==> src/rtl/tdm_demux8_pkg.sv <==
// Shared types and sizing for the 8-slot TDM demultiplexer.
package tdm_demux8_pkg;

  localparam int unsigned SLOT_W   = 3;
  localparam int unsigned N_SLOTS  = 8;
  localparam int unsigned SHADOW_W = N_SLOTS - 1;

  typedef enum logic {
    HUNT = 1'b0,
    LOCK = 1'b1
  } state_t;

  typedef logic [SLOT_W-1:0] slot_t;

  localparam slot_t FIRST_SLOT = slot_t'(0);
  localparam slot_t NEXT_SLOT  = slot_t'(1);

  // Slot counter advance; modulo-8 wrap falls out of the 3-bit width.
  function automatic slot_t slot_inc(input slot_t s);
    return s + slot_t'(1);
  endfunction

endpackage

==> src/rtl/demux1x8.sv <==
// One-hot write-enable decoder for the frame shadow register.
module demux1x8
  import tdm_demux8_pkg::*;
(
  input  logic               en,
  input  logic [SLOT_W-1:0]  slot,
  output logic [N_SLOTS-1:0] we_c
);

  always_comb begin
    we_c = '0;
    if (en) begin
      we_c[slot] = 1'b1;
    end
  end

endmodule

==> src/rtl/tdm_demux8.sv <==
// Serial TDM demultiplexer: aligns on sync and presents each 8-slot frame in parallel.
module tdm_demux8
  import tdm_demux8_pkg::*;
#(
  parameter bit SYNC_CHECK = 1'b1
) (
  input  logic               clk,
  input  logic               rst_n,
  input  logic               din,
  input  logic               sync,
  input  logic               en,
  output logic [N_SLOTS-1:0] y,
  output logic [SLOT_W-1:0]  slot,
  output logic               frame_valid,
  output logic               locked,
  output logic               sync_err
);

  state_t              state;
  state_t              state_nxt;
  slot_t               slot_nxt;
  slot_t               wr_slot_c;
  logic                wr_c;
  logic                err_nxt;
  logic [N_SLOTS-1:0]  we_c;
  logic [SHADOW_W-1:0] shadow;

  // Framing decisions; a write to the last slot is what completes a frame.
  always_comb begin
    state_nxt = state;
    slot_nxt  = slot;
    wr_c      = 1'b0;
    wr_slot_c = slot;
    err_nxt   = 1'b0;
    if (en) begin
      case (state)
        HUNT: begin
          if (sync) begin
            wr_c      = 1'b1;
            wr_slot_c = FIRST_SLOT;
            slot_nxt  = NEXT_SLOT;
            state_nxt = LOCK;
          end
        end
        LOCK: begin
          if (sync && (slot != FIRST_SLOT)) begin
            // Early sync: drop the partial frame and realign on this bit.
            err_nxt   = 1'b1;
            wr_c      = 1'b1;
            wr_slot_c = FIRST_SLOT;
            slot_nxt  = NEXT_SLOT;
          end else if (!sync && (slot == FIRST_SLOT) && SYNC_CHECK) begin
            err_nxt   = 1'b1;
            slot_nxt  = FIRST_SLOT;
            state_nxt = HUNT;
          end else begin
            wr_c     = 1'b1;
            slot_nxt = slot_inc(slot);
          end
        end
        default: begin
          state_nxt = HUNT;
          slot_nxt  = FIRST_SLOT;
        end
      endcase
    end
  end

  demux1x8 u_demux (
    .en   (wr_c),
    .slot (wr_slot_c),
    .we_c (we_c)
  );

  always_ff @(posedge clk) begin
    if (!rst_n) begin
      state       <= HUNT;
      slot        <= FIRST_SLOT;
      y           <= '0;
      shadow      <= '0;
      frame_valid <= 1'b0;
      sync_err    <= 1'b0;
      locked      <= 1'b0;
    end else begin
      state       <= state_nxt;
      slot        <= slot_nxt;
      locked      <= (state_nxt == LOCK);
      sync_err    <= err_nxt;
      frame_valid <= we_c[N_SLOTS-1];
      if (we_c[N_SLOTS-1]) begin
        y <= {din, shadow};
      end
      for (int unsigned k = 0; k < SHADOW_W; k++) begin
        if (we_c[k]) begin
          shadow[k] <= din;
        end
      end
    end
  end

endmodule

==> config.mk <==
export PLATFORM = sky130hd
export DESIGN_NAME = tdm_demux8
export DESIGN_NICKNAME = d
export VERILOG_FILES = /design/src/rtl/tdm_demux8_pkg.sv /design/src/rtl/demux1x8.sv /design/src/rtl/tdm_demux8.sv
export SDC_FILE = /design/constraint.sdc
export NUM_CORES = 1
export LEC_CHECK = 0
export BUFFER_PORTS_ARGS = -buffer_cell sky130_fd_sc_hd__buf_2
export CELL_PAD_IN_SITES_DETAIL_PLACEMENT = 1
export CELL_PAD_IN_SITES_GLOBAL_PLACEMENT = 2
export CORE_MARGIN = 2
export CORE_UTILIZATION = 32
export CTS_CLUSTER_DIAMETER = 200
export DETAILED_ROUTE_END_ITERATION = 12
export PLACE_DENSITY = 0.73
export SLEW_MARGIN = 20
export SYNTH_ARGS = -nofsm -noshare
export SYNTH_HDL_FRONTEND = slang
export SYNTH_SLANG_ARGS = --single-unit
export TNS_END_PERCENT = 30
==> constraint.sdc <==
create_clock -name clk -period 2.7 [get_ports clk]
set_input_delay 0.81 -clock clk [delete_from_list [all_inputs] [get_ports clk]]
set_output_delay 0.81 -clock clk [all_outputs]
set_load 0.01 [all_outputs]
==> metrics.cfg <==
[run_status]
status = completed

[floorplan]
die_h_um = 59.0
fp.dieW_um = 59.0
core_um2 = 2810
ios = 19
die_area_um2 = 3480
start_util = 0.345
row_count = 19

[timing]
slew_viol_final = 0
hold_viol = 0
tns_ns = 0
worstMarginPinSlew_ns = 0.431
setup_viol = 0
rsz0062_at_grt = false
slew_headroom = 0.710
period_minus_slack_ns = 2.42
max_freq_mhz = 414
fin_skew_ns = 0.00316
fin_crit_sh = 0.896

[finish]
post-route-util = 0.393
num_antenna_cells = 0
drive_gt1_frac = 0.213
fillCellCount = 337
layout.nets = 132
area_growth_pct = 13.7

[pwr]
pwr-share-clk = 0.286
leakagePower_nw = 0.565
p_total_mw = 0.520
peakVddDrop_mv = 0.306
comb_power_share = 0.102
p_sw_mw = 0.128
p_seq_frac = 0.612
switching_share = 0.246
power.density_nw_per_um2 = 473
cell_internal_pwr_mw = 0.392

[global_route]
grt_pass1_wl_mm = 3.53
antenna_found_initial = 0
grt_overflow = 0
grt_max_degree = 19
grt_pass1_vias = 764
grt_usage = 0.135

[route]
wl_per_cell_um = 13.2
routed_wl_mm = 2.02
avgViaCountPerCell = 5.07
vias = 775
drt_iter0_drc = 11
drcViolationCount = 0
dr.pass1.iters = 3
ant_nets = 0

[worst_hold_path]
hold_path_class = reg2reg

[place]
port_buffers = 18
dp_hpwl_mm = 1.47
gp_congestion = 0.757

[cts]
cts_num_sinks = 21
numCtsBuffers = 3
hold_buffers = 0
cts-root-buf = clkbuf_4
insertion_delay_ns = 0.30
cts_tree = yes
h-tree-depth = 1
cts_buffer_depth = 2
clkSlewWorstSetupHoldPaths_ns = 0.11
cts_resized = 0
post_cts_buffers = 0

[critical_path]
worstPathArrival_ns = 2.62
crit_path_frequent_cell = ha_1
slowest_stage = dfxtp_1
crit_type = reg2reg
worstSetupEndpointType = flip-flop
worst_setup_path_start_kind = flip-flop
max_stage_delay_ns = 0.50
crit_buf_inv = 1
critPathTopFamily = simple AND/OR/NAND/NOR gates
path_cells = inv_1 > ha_1 > nor2b_1 > ha_1 > and4bb_2 > nand4_2 > mux2i_1 > nor2_1
worstPathMaxFanout = 9
required_ns = 2.90

[synthesis]
post_synth_instance_area_um2 = 968
netlist_instances = 103
seq_area_frac_synth = 0.434
ys_warn_count = 0
syn_nets = 112
ys_top_cells_by_area = dfxtp_1 43%, mux2i_1 16%, nor2_1 6.2%, ha_1 5.2%, nand2_1 3.1%
yosys.area.top_type = dfxtp_1
yosysUniqueCellTypes = 25
synth_top_cell_area_share = 0.434
synth_area_per_cell_um2 = 9.40
ys_seq_elements = 21

[job]
maxCapViolations = 0

## power by group through the flow
stage | Sequential [mW] | Clock, mW | Combinational, mW
floorplan | 0.326 | 0 | 0.0340
global placement | 0.325 | 0 | 0.0522
detailed placement | 0.326 | 0 | 0.0529
CTS | 0.319 | 0.161 | 0.0534
global route | 0.320 | 0.169 | 0.0595
finish | 0.318 | 0.149 | 0.0528
## layout make-up
class / instances / area [um^2] / area share
Sequential cell: 21 / 420 / 0.382
Timing Repair Buffer: 20 / 105 / 0.0955
Clock buffer: 4 / 26.3 / 0.0239
Tap cell: 31 / 38.8 / 0.0352
Inverter: 5 / 18.8 / 0.0170
Multi-Input combinational cell: 72 / 492 / 0.447
## flip-flops by register name, indices dropped and copies added, names as in the netlist
signal and count:
slot 3, sync_err 1, frame_valid 1, shadow 7, state 1, y 8
## final timing paths
kind / from / end / slack [ns] / cells past startpoint
worst min-delay path: shadow[1] / shadow[1] / 0.47 / 2
worst min register to register: shadow[1] / shadow[1] / 0.47 / 2
worst max-delay path: slot[1] / y[1] / 0.28 / 8
worst max register to register: slot[1] / y[1] / 0.28 / 8
## worst min-delay path: stages, from the launching register on
cell,delay [ns]
dfxtp_1,0.33
nand2_1,0.05
mux2i_1,0.05
## synthesized netlist by cell type, drive strengths merged
cell type and count:
o21ai 3, ha 4, a311oi 1, nand4b 1
a211oi 1, nor2 16, a21oi 4, nor2b 4
nand3b 2, mux2 1, nand2b 2, clkinv 1
nand3 1, dfxtp 21, nor3 1, nand2 8
and4bb 1, inv 4, buf 5, nor4b 2
nand4 5, mux2i 15
## placed cells by master (no fill, tap or decap), types with 2 or more instances in the layout
cell,n
dfxtp_1,21
buf_2,18
nor2_1,16
mux2i_1,15
nand2_1,8
inv_1,4
nor2b_1,4
a21oi_1,4
nand4_1,4
ha_1,4
clkbuf_4,3
o21ai_0,2
nor4b_1,2
nand3b_1,2
nand2b_1,2
buf_4,2
## per-layer routing
layer  vias up  part of all wire  track usage  routed length, um
met5         -                 0            0                  0
met4         0            0.0084       0.0292                 17
met3         2             0.032       0.0393                 65
met2        11              0.46        0.216                936
met1       361              0.49        0.179                997
li1        401                 -            -                  -
## cell families after synthesis
kind of cell | synth area share
compound gates | 0.0530
fa+ha+maj | 0.0517
buf+inv | 0.0581
flops | 0.434
mux | 0.167
simple gates | 0.236
## per-stage QoR
stage / worst slack (ns) / area, um^2 / hold slack [ns] / std cells
after floorplan: 0.572 / 968 / 0.434 / 103
after global placement: 0.292 / 1070 / 0.452 / 149
after detailed placement: 0.230 / 1070 / 0.461 / 149
after CTS: 0.237 / 1100 / 0.479 / 153
after global routing: 0.0549 / 1100 / 0.500 / 153
final: 0.282 / 1100 / 0.470 / 153
Note: power is estimated with default switching activity, not from simulation.
